File: src/rtl/aes_round_seq_pkg.sv
// Shared types and helpers for the iterative AES-style round sequencer.
// Holds the FSM state enum, datapath width, default round/index sizes and GF(2^8) helpers.
package aes_round_seq_pkg;

    localparam int STATE_W = 256;
    localparam int COLS    = STATE_W / 32;
    localparam int NR_DEF  = 14;
    localparam int KW_DEF  = 4;

    typedef enum logic [1:0] {
        IDLE  = 2'd0,
        KEY0  = 2'd1,
        ROUND = 2'd2,
        DONE  = 2'd3
    } state_e;

    // Multiply by x in GF(2^8) with the AES polynomial.
    function automatic logic [7:0] xtime(input logic [7:0] b);
        return {b[6:0], 1'b0} ^ (b[7] ? 8'h1b : 8'h00);
    endfunction

    // One column, most significant byte is row 0.
    function automatic logic [31:0] mix_column(input logic [31:0] col);
        logic [7:0] a0, a1, a2, a3;
        logic [7:0] b0, b1, b2, b3;
        a0 = col[31:24];
        a1 = col[23:16];
        a2 = col[15:8];
        a3 = col[7:0];
        b0 = xtime(a0) ^ xtime(a1) ^ a1 ^ a2 ^ a3;
        b1 = a0 ^ xtime(a1) ^ xtime(a2) ^ a2 ^ a3;
        b2 = a0 ^ a1 ^ xtime(a2) ^ xtime(a3) ^ a3;
        b3 = xtime(a0) ^ a0 ^ a1 ^ a2 ^ xtime(a3);
        return {b0, b1, b2, b3};
    endfunction

endpackage

File: src/rtl/aes_round_seq_mixcol.sv
// Combinational column mixer over the full 256-bit state.
// Ports: data_i (state in, column 0 in bits [255:224]), data_o (mixed state).
module aes_round_seq_mixcol
    import aes_round_seq_pkg::*;
(
    input  logic [STATE_W-1:0] data_i,
    output logic [STATE_W-1:0] data_o
);

    for (genvar c = 0; c < COLS; c++) begin : g_col
        localparam int HI = STATE_W - 1 - 32 * c;
        assign data_o[HI -: 32] = mix_column(data_i[HI -: 32]);
    end

endmodule

File: src/rtl/aes_round_seq.sv
// Iterative round sequencer: state register, round counter, round-key fetch and loop through external SubBytes/ShiftRows.
// Ports: start_valid/start_ready/din in, done_valid/done_ready/dout out, key_req/key_idx/key_ack/key_data, ss_out/ss_in, busy, round_idx.
module aes_round_seq
    import aes_round_seq_pkg::*;
#(
    parameter int NR = NR_DEF,
    parameter int KW = KW_DEF
) (
    input  logic               clk,
    input  logic               rst,
    input  logic               start_valid,
    output logic               start_ready,
    input  logic [STATE_W-1:0] din,
    output logic               done_valid,
    input  logic               done_ready,
    output logic [STATE_W-1:0] dout,
    output logic               busy,
    output logic [KW-1:0]      round_idx,
    output logic               key_req,
    output logic [KW-1:0]      key_idx,
    input  logic               key_ack,
    input  logic [STATE_W-1:0] key_data,
    output logic [STATE_W-1:0] ss_out,
    input  logic [STATE_W-1:0] ss_in
);

    localparam logic [KW-1:0] LAST = KW'(NR);

    state_e             fsm_q, fsm_d;
    logic [STATE_W-1:0] data_q, data_d;
    logic [KW-1:0]      round_q, round_d;
    logic [STATE_W-1:0] mix_out;

    aes_round_seq_mixcol u_mixcol (
        .data_i (ss_in),
        .data_o (mix_out)
    );

    always_ff @(posedge clk or posedge rst) begin
        if (rst) begin
            fsm_q   <= IDLE;
            data_q  <= '0;
            round_q <= '0;
        end else begin
            fsm_q   <= fsm_d;
            data_q  <= data_d;
            round_q <= round_d;
        end
    end

    always_comb begin
        fsm_d       = fsm_q;
        data_d      = data_q;
        round_d     = round_q;
        start_ready = 1'b0;
        done_valid  = 1'b0;
        key_req     = 1'b0;
        key_idx     = '0;
        unique case (fsm_q)
            IDLE: begin
                start_ready = 1'b1;
                if (start_valid) begin
                    data_d = din;
                    fsm_d  = KEY0;
                end
            end
            KEY0: begin
                key_req = 1'b1;
                if (key_ack) begin
                    data_d  = data_q ^ key_data;
                    round_d = KW'(1);
                    fsm_d   = ROUND;
                end
            end
            ROUND: begin
                key_req = 1'b1;
                key_idx = round_q;
                if (key_ack) begin
                    // Final round skips the column mix.
                    if (round_q == LAST) begin
                        data_d = ss_in ^ key_data;
                        fsm_d  = DONE;
                    end else begin
                        data_d  = mix_out ^ key_data;
                        round_d = round_q + KW'(1);
                    end
                end
            end
            DONE: begin
                done_valid = 1'b1;
                if (done_ready) begin
                    round_d = '0;
                    fsm_d   = IDLE;
                end
            end
            default: fsm_d = IDLE;
        endcase
    end

    assign busy      = (fsm_q != IDLE);
    assign round_idx = round_q;
    assign dout      = data_q;
    assign ss_out    = data_q;

endmodule

File: config.mk
export PLATFORM = sky130hd
export DESIGN_NAME = aes_round_seq
export DESIGN_NICKNAME = d
export VERILOG_FILES = /design/src/rtl/aes_round_seq_pkg.sv /design/src/rtl/aes_round_seq_mixcol.sv /design/src/rtl/aes_round_seq.sv
export SDC_FILE = /design/constraint.sdc
export NUM_CORES = 2
export LEC_CHECK = 0
export CAP_MARGIN = 15
export CORE_AREA = 2 2 510 512
export CTS_BUF_LIST = sky130_fd_sc_hd__clkbuf_8
export DETAILED_ROUTE_END_ITERATION = 6
export DIE_AREA = 0 0 512 514
export HOLD_SLACK_MARGIN = 0.1
export SLEW_MARGIN = 15
export SYNTH_ARGS = -nofsm -noshare
export SYNTH_HDL_FRONTEND = slang
export SYNTH_SLANG_ARGS = --single-unit
File: constraint.sdc
create_clock -name clk -period 21.1 [get_ports clk]
set_input_delay 5.275 -clock clk [delete_from_list [all_inputs] [get_ports clk]]
set_output_delay 5.275 -clock clk [all_outputs]
set_load 0.005 [all_outputs]
## Word-level counts from Yosys, hierarchy flattened

Index checks and enable logic that the tools add are counted.
W data, S select, Z words.

- Register bits after elaboration: 262
- Input port bits: 773
- Logic and storage cells: 237
- Output and inout port bits: 524

- Mux-type cells: 52
- Add/sub/neg operators: 1
- Equal/unequal tests: 10
- Bitwise gates (word level): 163
- Reduce and logical (&&, ||, !) cells: 8

Operators with widths:

| kind | number |
|---|---|
| $xor A8 B8 Y8 | 159 |
| $mux W256 | 4 |
| $pmux W256 S3 | 1 |
| $xor A256 B256 Y256 | 3 |
| $mux W5 | 32 |
| $mux W4 | 5 |
| $ne A2 B2 Y1 const B | 6 |
| $pmux W4 S3 | 1 |
| $mux W2 | 5 |
| $reduce_and A5 Y1 | 2 |
| $pmux W2 S4 | 1 |
| $xor A8 B5 Y8 | 1 |
| $reduce_bool A3 Y1 | 2 |
| $add A4 B1 Y4 const B | 1 |
| $eq A2 B2 Y1 const B | 2 |
| $eq A4 B4 Y1 const B | 1 |
| $reduce_and A4 Y1 | 1 |
| $mux W1 | 3 |
| $eq A2 B1 Y1 const B | 1 |
| $logic_not A2 Y1 | 1 |
| $reduce_bool A2 Y1 | 1 |
| $reduce_or A2 Y1 | 1 |

## Longest topological paths before layout

- Depth after elaboration: 10
- Mapped depth: 10
- Depth with buffers taken out: 7

## Modules after synthesis

A second synthesis with hierarchy kept.

- Cells, all modules: 4,045
- Area, all modules: 33,442.1 µm²

By module, submodules not included:

| module | area each (µm²) | instances | cells an instance | sequential area each (µm²) |
|---|---|---|---|---|
| aes_round_seq | 25,468.2 | 1 | 3,149 | 6,556.3 |
| aes_round_seq_mixcol | 7,973.9 | 1 | 896 | 0.0 |

## Least setup slack after synthesis

No wires, ideal clock.

- Path kind: register -> output
- Start: register fsm_q[0]
- End: output port key_idx[0]
- Buffers on the path: 4
- Setup slack: 14,032 ps
- Data arrival time: 1,793 ps
- Data required time: 15,825 ps
- Cell stages (with the launch flop): 8
- Cell sequence: dfrtp_1 -> inv_1 -> ha_1 -> buf_2 -> clkbuf_1 -> buf_1 -> clkbuf_1 -> and2_1

- Word-level cells in the longest chain between the ends: 2

Ends and longest elaborated chain:

| what | RTL line | RTL |
|---|---|---|
| from (decl) | aes_round_seq.sv:29 | `state_e fsm_q, fsm_d;` |
| from (signal assigned) | aes_round_seq.sv:45 | `fsm_q <= fsm_d;` |
| $eq A2 B2 Y1 | aes_round_seq.sv:59 | `unique case (fsm_q)` |
| $mux W4 | aes_round_seq.sv:59 |  |
| to (decl) | aes_round_seq.sv:20 | `output logic [KW-1:0] key_idx,` |

No other way between the ends.

## Worst setup path in the final report

- Start: input port key_ack
- End: register data_q[59], in the netlist dout[59]

- Word-level cells in the longest chain between the ends: 2
- Elaborated cells between the ends (all ways): 3
- Those cells by class: eq/ne: 2; reduce/logical: 1

Ends and longest elaborated chain:

| what | RTL line | RTL |
|---|---|---|
| from (decl) | aes_round_seq.sv:21 | `input logic key_ack,` |
| $ne A2 B2 Y1 (no source line) | -- |  |
| $reduce_and A4 Y1 (no source line) * | -- |  |
| to (signal assigned) | aes_round_seq.sv:46 | `data_q <= data_d;` |
| to (decl) | aes_round_seq.sv:30 | `logic [STATE_W-1:0] data_q, data_d;` |

Every way passes the cells marked *; elsewhere a longest branch is shown, timed or not.
A chain may end at the register's enable or synchronous reset.

==> key figures <==
Routing
  • Routed vias: 35,210
  • Total Wirelength: 261.2 mm
  • DRT iter0 DRCs: 3,582
  • First-pass DRT Iterations: 6
  • DRC viols: 0
  • Final antenna-violating net count: 0
  • Vias per inst: 4.365
  • Wire length per cell: 32.39 um

Floorplanning
  • Chip Width: 512 um
  • Starting Density: 13.83%
  • Row cnt: 187
  • Ports: 1,297
  • Core ar.: 258,100 um2
  • Vert. Die Dim: 514 um
  • Die area: 263,200 um2

Critical path
  • Worst setup SP type: primary input
  • Critical Path AT: 9.52 ns
  • WS Path Type: primary input to register
  • Worst path required time: 21.81 ns
  • Critical Path Fanout Max: 148
  • Flop2flop setup slack: 15.33 ns
  • Setup crit end kind: register

Finish
  • Proportion of layout cells with a drive suffix above 1: 7.537%
  • Nets: 5,347
  • Register Area: 6556 um2
  • Area taken by multi-input logic gates: 24,540 um2
  • Number of fill cells: 28,315
  • Final core occ: 19.92%
  • Area grow syn2layout: 44.03%

Power
  • Power Density: 151.4 nW/um2
  • Worst IR Drop VDD: 0.0001438 V
  • Leakage: 0.02144 uW

Clock tree
  • Hold_buf cts: 0
  • Clock root buffer master: clkbuf_8
  • Gates resized, CTS repair: 0
  • Skew-Pair Late Insertion Delay: 0.80 ns
  • Num Clock Sinks: 262
  • Reg clk slew, reported paths: 0.06 ns
  • Setup Buffers After CTS: 0
  • CTS tree: built
  • CTS Buf Count: 70
  • Longest Clk Path Bufs: 3
  • # H-tree levels: 3

STA
  • Final Hold Fails: 0
  • Crit share post-route: 41.77%
  • RSZ-0062 raised after global routing: false
  • Max Fclk: 0.1135 GHz
  • Final Max Tran Viols: 0
  • Worst slew pin tran: 1.040 ns
  • Final worst slack: 12.29 ns
  • Max Clock Skew: 0.07422 ns
  • Setup-failing EPs final: 0
  • Final worst path period need: 8.814 ns
  • Worst relative slew slack: 30.67%
  • Setup TNS Final: 0 ns
  • WHS: 0.5512 ns

GRT
  • Vias in the first global route: 33,997
  • First-pass GRT wire length: 338.3 mm
  • Largest net degree at the start of global routing: 149
  • Number of antenna violations at the first check in global routing: 142
  • GRT Residual Overflow: 0
  • GRT Total Usage: 19.05%

Synth
  • Synthesis Warnings: 0
  • Post-Syn Area: 35,680 um2
  • Ys flop type: dfrtp_1
  • Post-synth EDFFs: 0
  • Synth Instances: 3,789
  • Register area share after synthesis: 18.37%
  • Synth async-reset ratio: 100.0%
  • Syn_area_per_cell: 9.418 um2
  • Synth area leaders: dfrtp_1, xnor3_1, nand3b_1
  • Distinct cells, synth: 45
  • Area leader, netlist: dfrtp_1
  • Area fraction of the dominant cell type after synthesis: 18.37%
  • #FFs+latches synth: 262
  • Syn_nets: 4,569

Place
  • Pre-CTS WS: 11.70 ns
  • I/O Buffers: 1,296
  • DP Wirelength: 219.7 mm
  • GP Congestion: 0.9591

Outcome
  • Status: complete, no violations

Flow run
  • Max cap viols: 0

Hold path
  • Hold WC Path Type: register to register
==> path summary, 6_finish.rpt <==
check                            end       from  depth (start not counted)
min in group asynchronous    dout[6]        rst                          2
max                         dout[59]    key_ack                         10
max in group asynchronous  dout[196]        rst                          5
min reg2reg                dout[114]  dout[114]                          1
min                        dout[114]  dout[114]                          1
max reg2reg                 dout[59]   fsm_q[1]                         10
==> kinds of logic (layout without fill, tap and decap cells) <==
family | after synthesis | in the layout | share of synthesized area, %
compound gates | 717 | 717 | 15.28
xor+xnor | 594 | 594 | 28.00
flops | 262 | 262 | 18.37
mux | 256 | 256 | 7.377
simple gates | 1048 | 1048 | 17.68
other cells | 0 | 47 | 0
fa+ha+maj | 7 | 7 | 0.2454
buf+inv | 905 | 1733 | 13.04
==> cell type report <==
type                       count  area share, %
antenna                       47         0.2288
tap                         3402          8.282
multi-input combinational   2622          47.75
clock buffer                  83          2.223
inverter                     261          1.921
sequential                   262          12.76
clock inverter                39         0.7157
timing repair buffer        1350          26.13
==> power by group <==
part | switching, uW | leakage, uW | internal, uW | total (uW)
combinational | 3150 | 0.0174 | 2450 | 5600
sequential | 615 | 0.00321 | 779 | 1390
clock | 354 | 0.000845 | 433 | 788
==> layer usage <==
metal | GRT usage, % | share of wire [%] | vias up
met5 | 0 | 0.23 | -
met4 | 5.638 | 3.2 | 86
met3 | 9.143 | 13 | 376
met2 | 29.54 | 44 | 2032
met1 | 23.15 | 40 | 17735
li1 | - | - | 14981
==> state kept, by name (all words and copies together), names as in the netlist <==
name and count:
dout 256, round_idx 4, fsm_q 2
==> synth_stat cells, types with 5 or more instances <==
cell,n
a211o_1,200
a21oi_1,101
a21oi_2,95
and2_1,5
buf_1,27
buf_2,80
buf_4,262
buf_6,23
clkbuf_1,252
dfrtp_1,262
ha_1,7
inv_1,261
mux2_2,52
mux2i_1,200
nand2_1,199
nand3_1,319
nand3b_1,312
nor3b_1,201
o211ai_1,56
o221ai_1,43
o221ai_2,19
o22ai_1,194
xnor2_1,185
xnor2_2,5
xnor3_1,234
xor2_1,68
xor3_1,95
xor3_2,6
==> cells in the final DEF (no fill, tap or decap), types with 20 or more instances in the layout <==
master and n:
o211ai_1 56, a211o_1 200, a21oi_2 95, diode_2 47, xor2_1 68, nand3b_1 312, xor3_1 95, o221ai_2 20
buf_4 50, dfrtp_1 262, nor3b_1 201, xnor3_1 234, a21oi_1 101, clkbuf_8 83, xnor2_1 185, nand3_1 319
o22ai_1 194, mux2i_1 200, o221ai_1 42, clkdlybuf4s50_1 1296, inv_1 278, mux2_2 52, nand2_1 198
==> metrics by stage <==
stage,instances,power [uW],cell area [um2]
after floorplan,3789,4438,35680
after global placement,7897,6929,49770
after detailed placement,7897,7006,49770
after CTS,8019,7856,51280
after global routing,8037,8245,51320
final,8066,7781,51400
==> critical path, stage by stage <==
cell,delay [ns]
clkdlybuf4s50_1,0.45
o21ba_2,0.20
nor3_4,0.15
buf_4,0.59
buf_4,0.60
buf_12,0.37
buf_4,0.68
nand3_1,0.16
mux2_1,0.36
o211ai_1,0.09
Note: power is estimated with default switching activity, not from simulation.
